**config.mk**
```make
export PLATFORM = sky130hd
export DESIGN_NAME = execute_cc_stage
export DESIGN_NICKNAME = d
export VERILOG_FILES = /design/src/rtl/execute_cc_stage.sv
export SDC_FILE = /design/constraint.sdc
export NUM_CORES = 1
export LEC_CHECK = 0
export ABC_AREA = 0
export CORE_AREA = 5 5 167 169
export DETAILED_ROUTE_END_ITERATION = 10
export DIE_AREA = 0 0 172 174
export GPL_TIMING_DRIVEN = 1
export PLACE_DENSITY = 0.58
export SYNTH_ARGS = -nofsm -noshare
export SYNTH_HDL_FRONTEND = slang
export SYNTH_SLANG_ARGS = --single-unit
```
**constraint.sdc**
```tcl
create_clock -name clk -period 2.3 [get_ports clk]
set_input_delay 0.46 -clock clk [delete_from_list [all_inputs] [get_ports clk]]
set_output_delay 0.46 -clock clk [all_outputs]
set_load 0.01 [all_outputs]
```
**src/rtl/execute_cc_stage.sv**
```systemverilog
// execute_cc_stage: execute-stage back end of the pipelined Y86-64 core.
// Computes ZF/SF/OF from the ALU operands/result, keeps them in the
// condition-code register, evaluates Cnd for jXX/cmovXX and latches the
// execute results into the E->M pipeline register (with stall/bubble).
module execute_cc_stage #(
  parameter int         DATA_W   = 64,
  parameter logic [3:0] REG_NONE = 4'hF,
  parameter logic [2:0] CC_RST   = 3'b100
) (
  input  logic              clk,
  input  logic              rst_n,
  input  logic [2:0]        E_stat,
  input  logic [3:0]        E_icode,
  input  logic [3:0]        E_ifun,
  input  logic [DATA_W-1:0] E_valA,
  input  logic [3:0]        E_dstE,
  input  logic [3:0]        E_dstM,
  input  logic [DATA_W-1:0] alu_a,
  input  logic [DATA_W-1:0] alu_b,
  input  logic [DATA_W-1:0] alu_out,
  input  logic              m_exc,
  input  logic              W_exc,
  input  logic              M_stall,
  input  logic              M_bubble,
  output logic              e_Cnd,
  output logic [3:0]        e_dstE,
  output logic [2:0]        cc_out,
  output logic [2:0]        M_stat,
  output logic [3:0]        M_icode,
  output logic              M_Cnd,
  output logic [DATA_W-1:0] M_valE,
  output logic [DATA_W-1:0] M_valA,
  output logic [3:0]        M_dstE,
  output logic [3:0]        M_dstM
);

  localparam logic [2:0] STAT_AOK  = 3'd1;
  localparam logic [3:0] ICODE_NOP = 4'd1;
  localparam logic [3:0] ICODE_CMOV = 4'd2;
  localparam logic [3:0] ICODE_OPQ = 4'd6;
  localparam logic [3:0] ALU_ADD   = 4'd0;
  localparam logic [3:0] ALU_SUB   = 4'd1;

  // Sign bits of the adder inputs and output; all sign tests use the MSB.
  logic sign_a, sign_b, sign_o;
  assign sign_a = alu_a[DATA_W-1];
  assign sign_b = alu_b[DATA_W-1];
  assign sign_o = alu_out[DATA_W-1];

  logic       new_zf, new_sf, new_of;
  logic       set_cc;
  logic [2:0] cc_q, cc_d;

  // New flags for the OPq in E; overflow only exists for add/sub (out = b OP a).
  always_comb begin
    new_zf = (alu_out == '0);
    new_sf = sign_o;
    new_of = 1'b0;
    case (E_ifun)
      ALU_ADD: new_of = (sign_a == sign_b) && (sign_o != sign_a);
      ALU_SUB: new_of = (sign_b != sign_a) && (sign_o != sign_b);
      default: new_of = 1'b0;
    endcase
  end

  // An exception further down the pipe must not let a younger OPq touch CC.
  assign set_cc = (E_icode == ICODE_OPQ) && !m_exc && !W_exc;

  // CC next state: load on set_cc, otherwise hold (independent of stall/bubble).
  always_comb begin
    cc_d = cc_q;
    if (set_cc) cc_d = {new_zf, new_sf, new_of};
  end

  // Condition-code register.
  always_ff @(posedge clk) begin
    if (!rst_n) cc_q <= CC_RST;
    else        cc_q <= cc_d;
  end

  assign cc_out = cc_q;

  logic zf, sf, of;
  assign zf = cc_q[2];
  assign sf = cc_q[1];
  assign of = cc_q[0];

  // Condition evaluation from the registered flags, selected by ifun.
  always_comb begin
    e_Cnd = 1'b0;
    case (E_ifun)
      4'd0:    e_Cnd = 1'b1;
      4'd1:    e_Cnd = (sf ^ of) | zf;
      4'd2:    e_Cnd = sf ^ of;
      4'd3:    e_Cnd = zf;
      4'd4:    e_Cnd = ~zf;
      4'd5:    e_Cnd = ~(sf ^ of);
      4'd6:    e_Cnd = ~(sf ^ of) & ~zf;
      default: e_Cnd = 1'b0;
    endcase
  end

  // A cmov whose condition fails writes nowhere.
  assign e_dstE = ((E_icode == ICODE_CMOV) && !e_Cnd) ? REG_NONE : E_dstE;

  logic [2:0]        stat_q, stat_d;
  logic [3:0]        icode_q, icode_d;
  logic              cnd_q, cnd_d;
  logic [DATA_W-1:0] vale_q, vale_d;
  logic [DATA_W-1:0] vala_q, vala_d;
  logic [3:0]        dste_q, dste_d;
  logic [3:0]        dstm_q, dstm_d;

  // E->M next state: bubble beats stall, stall holds, otherwise load from E.
  always_comb begin
    stat_d  = stat_q;
    icode_d = icode_q;
    cnd_d   = cnd_q;
    vale_d  = vale_q;
    vala_d  = vala_q;
    dste_d  = dste_q;
    dstm_d  = dstm_q;
    if (M_bubble) begin
      stat_d  = STAT_AOK;
      icode_d = ICODE_NOP;
      cnd_d   = 1'b0;
      vale_d  = '0;
      vala_d  = '0;
      dste_d  = REG_NONE;
      dstm_d  = REG_NONE;
    end else if (!M_stall) begin
      stat_d  = E_stat;
      icode_d = E_icode;
      cnd_d   = e_Cnd;
      vale_d  = alu_out;
      vala_d  = E_valA;
      dste_d  = e_dstE;
      dstm_d  = E_dstM;
    end
  end

  // E->M pipeline register; reset loads the same NOP as a bubble.
  always_ff @(posedge clk) begin
    if (!rst_n) begin
      stat_q  <= STAT_AOK;
      icode_q <= ICODE_NOP;
      cnd_q   <= 1'b0;
      vale_q  <= '0;
      vala_q  <= '0;
      dste_q  <= REG_NONE;
      dstm_q  <= REG_NONE;
    end else begin
      stat_q  <= stat_d;
      icode_q <= icode_d;
      cnd_q   <= cnd_d;
      vale_q  <= vale_d;
      vala_q  <= vala_d;
      dste_q  <= dste_d;
      dstm_q  <= dstm_d;
    end
  end

  assign M_stat  = stat_q;
  assign M_icode = icode_q;
  assign M_Cnd   = cnd_q;
  assign M_valE  = vale_q;
  assign M_valA  = vala_q;
  assign M_dstE  = dste_q;
  assign M_dstM  = dstm_q;

endmodule

```
# Word-level counts from Yosys, hierarchy flattened
# Cells that the tools add are included.
[word_totals]
wordCells = 40
out_inout_bits = 152
regBits = 147
[classes]
n_bitwise = 6
reduce_logical = 11
n_eq_ne = 12
mux = 3
[ops]
columns = ["op", "n"]
rows = [
  ["zero test 64 bit", 1],
  ["equality test 4 x 3 -> 1 bit (second input constant)", 4],
  ["equality test 4 x 2 -> 1 bit (second input constant)", 3],
  ["one-hot mux 1 bit (7 select lines)", 1],
  ["logical AND 1 bit", 5],
  ["equality test 4 x 1 -> 1 bit (second input constant)", 1],
  ["zero test 4 bit", 1],
  ["two-way mux 4 bit", 1],
  ["zero test 1 bit", 3],
  ["inequality test 1 bit", 3],
  ["NOT 1 bit", 3],
  ["one-hot mux 1 bit (2 select lines)", 1],
  ["OR reduction 2 bit", 1],
  ["AND 1 bit", 1],
  ["equality test 1 bit", 1],
  ["bitwise OR 1 bit", 1],
  ["XOR 1 bit", 1],
]

# Depth between registers and ports, before layout
[depth]
depth_word = 7
mapped_depth = 5
mapped_depth_nobuf = 5

# Least setup slack after synthesis
# Ideal clock, no wire load.
[synth_timing]
path_kind = "in2out"
start = "in E_ifun[0]"
end = "out e_dstE[0]"
n_path_buf = 0
arrival_time_ns = 1.431
path_stages = 5
setup_slack_ns = 0.409
path_cell_list = "nor2b_1 -> a221o_1 -> a221oi_2 -> o21ai_2 -> nand2b_1"
[synth_between]
elab_chain_len = 5
elab_cells_between_ends = 11
cone_classes = "eq/ne (6); mux (2); reduce/logical (3)"
[synth_rtl]
columns = ["item", "line_no", "rtl"]
rows = [
  ["start, declared", "14", "input logic [3:0] E_ifun,"],
  ["equality test 4 x 3 -> 1 bit, or another cell as far along", "91", "case (E_ifun)"],
  ["one-hot mux 1 bit (7 select lines) *", "91", ""],
  ["zero test 1 bit *", "104", "assign e_dstE = ((E_icode == ICODE_CMOV) && !e_Cnd) ? REG_NONE : E_dstE;"],
  ["logical AND 1 bit *", "104", ""],
  ["two-way mux 4 bit *", "104", ""],
  ["end, declared", "26", "output logic [3:0] e_dstE,"],
]
# Mark *: on every way between the ends. The rest lies on a longest branch, timed or not.

# Worst setup path after layout
[layout_timing]
start = "reg cc_q[0] (netlist: cc_out[0])"
end = "out e_dstE[0]"
[layout_between]
elab_chain_len = 7
elab_cells_between_ends = 8
cone_classes = "mux (2); bitwise (4); reduce/logical (2)"
[layout_rtl]
columns = ["item", "line_no", "rtl"]
rows = [
  ["start, declared", "52", "logic [2:0] cc_q, cc_d;"],
  ["start signal, assigned", "77", "if (!rst_n) cc_q <= CC_RST;"],
  ["start signal, assigned", "78", "else cc_q <= cc_d;"],
  ["XOR 1 bit *", "-", ""],
  ["NOT 1 bit", "97, 98", ""],
  ["AND 1 bit", "98", "4'd6: e_Cnd = ~(sf ^ of) & ~zf;"],
  ["one-hot mux 1 bit (7 select lines) *", "91", ""],
  ["zero test 1 bit *", "104", ""],
  ["logical AND 1 bit *", "104", ""],
  ["two-way mux 4 bit *", "104", ""],
]
# Marked as above.

==> run metrics <==
status complete, but fails checks; violations in the final reports negative setup slack; Mapped Cells 530; unrepaired setup endpoints after global routing true; input/output buffers a little over 300; count of flip-flops with a built-in enable after synthesis 0; footprint of the flip-flops and latches ~0.0029 mm²; Sw Share between 20 and 25%; area of the placeable core 0.0264 mm²; Hold WC Path Type reg -> reg; Worst Slack Setup Final -0.232 ns; number of pins exceeding their max-slew limit in the final report 0; average cell area after synthesis just over 10 µm²; die extent in y roughly 170 µm; Pre-antenna DRT Iters 6; worst hold margin around 0.47 ns; Hold Violations, Final 0; overall routing resource usage approximately an eighth; # fillers ~2700; period utilization 110%; Critical-path top delay cell sky130_fd_sc_hd__a221o_1; part of the total power dissipated in the clock network 45.2%; CP startpoint cc_out[0]; first-pass GRT wire length ~30000 µm; number of DRC markers after the initial detailed-route iteration around 140; post-synthesis to final-layout area growth 79.9%; number of top-level pins 433; Worst Tran Pin Value 0.573 ns; number of H-tree branching levels 4; total clock sinks approximately 150; routability cong. ~0.76; average detailed-routed wire length per instance approximately 17 µm; total number of nets in the final design between 1000 and 1500; warnings from Yosys 0; Final Skew approximately 0.0063 ns; count of antenna-violating nets left after detailed routing 0; layout cell share with drive strength beyond 1 under 10%; FP Rows 60; number of distinct library cell variants in the gate-level netlist after synthesis 24; MaxCap Viol Count 0; portion of synthesized cell area occupied by the leading cell type between 50% and 60%; area of the multi-input gates ~0.0024 mm²; critical path start-end classification reg -> out; DRT Wirelength ~20000 µm; number of buffers between clock root and the deepest sink 2; overall die area around 0.03 mm²; DRC Markers 0; asr flop ratio synth 0%; worst endpoint data arrival time about 2.1 ns; CTS tree done; Startpoint Class register; sequential share of power around two fifths; top cells by area, synth sky130_fd_sc_hd__dfxtp_1 54%, sky130_fd_sc_hd__mux2i_1 26%, sky130_fd_sc_hd__nor2_1 9.5%; proportion of synthesized chip area in sequential cells a little over half; worst-case headroom to the max-slew limit 61.8%; total via count in the routed design approximately 5000; initial cell density of the core approximately a fifth; beginning of the worst hold path M_dstM[0]; critical-path cell list xnor2_2, a221o_1, a221oi_2, o21ai_2, buf_4, buf_6, nand2b_1, buf_2; cell taking the most area after synthesis sky130_fd_sc_hd__dfxtp_1; cell area power density 665 mW/mm²; required time at the endpoint of the critical path around 1.8 ns; reported net switching power 1.58 mW; top fanout value on the critical path 3; horizontal die dimension around 170 µm; maximum number of pins on one net before global-route repair 53; number of hold buffers added after CTS 0; Max Clock Freq between 300 and 400 MHz; setup violators final 4; portion of total power attributed to combinational logic 13.8%; crit path time final between 2 and 3 ns; maximum single-stage delay on the critical path 0.35 ns; sum of negative setup slack -0.747 ns; Synth Net Count 811; clock buffer count from CTS 17; most instantiated flip-flop cell in the synthesis netlist sky130_fd_sc_hd__dfxtp_1; synthesized area between 0.005 and 0.006 mm²; maximum vdd ir drop about 0.42 mV; clock insertion delay at the later pin of the skew report 0.42 ns; clock tree root driver cell sky130_fd_sc_hd__clkbuf_16; DR vias/cell just over 4; number of synthesized register bits around 150; Worst Setup End Kind output port; Clk pin slew, worst setup/hold paths 0.07 ns; Internal Pwr Total between 4 and 5 mW; total congestion overflow after global routing 0; leakage component of the power 3.99 nW; startpoint of the lowest-slack register-to-register path cc_out[0]; initial antenna violation count 4; post-DP HPWL 15300 µm; number of global-route vias before repair roughly 5200
## Yosys cell counts, types with 4 or more instances
cell type	number
sky130_fd_sc_hd__nor3_1	5
sky130_fd_sc_hd__nor2_1	138
sky130_fd_sc_hd__nand4_1	5
sky130_fd_sc_hd__clkbuf_1	19
sky130_fd_sc_hd__nand2b_1	7
sky130_fd_sc_hd__nor3b_1	4
sky130_fd_sc_hd__mux2i_1	141
sky130_fd_sc_hd__nor4_1	17
sky130_fd_sc_hd__buf_2	14
sky130_fd_sc_hd__a21oi_1	6
sky130_fd_sc_hd__dfxtp_1	147
sky130_fd_sc_hd__nor2b_1	4
sky130_fd_sc_hd__nand2_1	12
## layout make-up
cell class	count	area share [%]
multi-input combinational	349	24.2
clock buffer	19	4.52
sequential	147	30.1
clock inverter	13	1.74
timing repair buffer	347	35.0
inverter	1	0.0383
tap	341	4.36
antenna	1	0.0256
## cells by family after synthesis
group                     share of synthesized area (%)
and+or+nand+nor                                    15.3
DFF                                                54.1
muxes                                              25.9
buffers and inverters                              2.67
AOI/OAI and AO/OA                                  1.72
xor gates and xnor gates                          0.322
## registers in the layout (all words and copies together), names as in the netlist
name     cells
M_valA      64
M_dstE       4
cc_out       3
M_dstM       4
M_stat       3
M_icode      4
M_valE      64
M_Cnd        1
## path summary, 6_finish.rpt
check | cells after the start | slack (ns) | end
worst max-delay path | 8 | -0.23 | e_dstE[0]
worst min-delay path | 2 | 0.47 | M_dstM[0]
worst max register to register | 8 | 0.49 | M_dstE[0]
worst min register to register | 2 | 0.47 | M_dstM[0]
## cells in the final DEF (no fill, tap or decap), drive strengths merged, types with 6 or more instances in the layout
cell           netlist  final
nor2               138    138
a21oi                6      6
nand2               12     12
buf                 14     46
mux2i              141    141
nor4                17     17
clkdlybuf4s50        0    297
inv                  1      6
dfxtp              147    147
nand2b               7      7
clkbuf              19     20
## power by group through the flow
stage / combinational, mW / clock (mW) / sequential, mW
after global placement: 0.908 / 0 / 2.73
after CTS: 0.913 / 3.06 / 2.67
after detailed placement: 0.910 / 0 / 2.73
after global routing: 0.970 / 3.19 / 2.68
final: 0.899 / 2.94 / 2.67
after floorplan: 0.289 / 0 / 2.76
## critical path, delay by kind of cell, from the launching register on
| kind | cells | cell delay (ns) |
|---|---|---|
| flops | 1 | 0.33 |
| xor+xnor | 1 | 0.15 |
| simple gates | 1 | 0.05 |
| compound gates | 3 | 0.75 |
| buf+inv | 3 | 0.38 |
## timing repair
item                                    4_1_cts  5_1_grt
endpoints found under the setup margin        5        5
gates resized for setup                      28        0
pin swaps                                     4        4
buffers inserted                              6        0
## stage by stage
step | power (mW) | utilization (%) | std cells | setup slack [ns] | instance area, µm²
final | 6.51 | 37.0 | 1218 | -0.232 | 9790
after global routing | 6.84 | 37.0 | 1218 | -0.346 | 9790
after CTS | 6.64 | 37.0 | 1217 | -0.265 | 9790
after detailed placement | 3.64 | 34.6 | 1179 | -0.652 | 9140
after global placement | 3.63 | 34.6 | 1179 | -0.646 | 9140
after floorplan | 3.05 | - | 530 | 0.409 | 5440
## layer usage
layer  part of all wire (%)  GRT usage (%)
met2                     43           20.0
met1                     44           16.5
met5                   0.16              0
met3                     11           5.98
met4                    1.7           4.42
(Power assumes the default switching activity.)
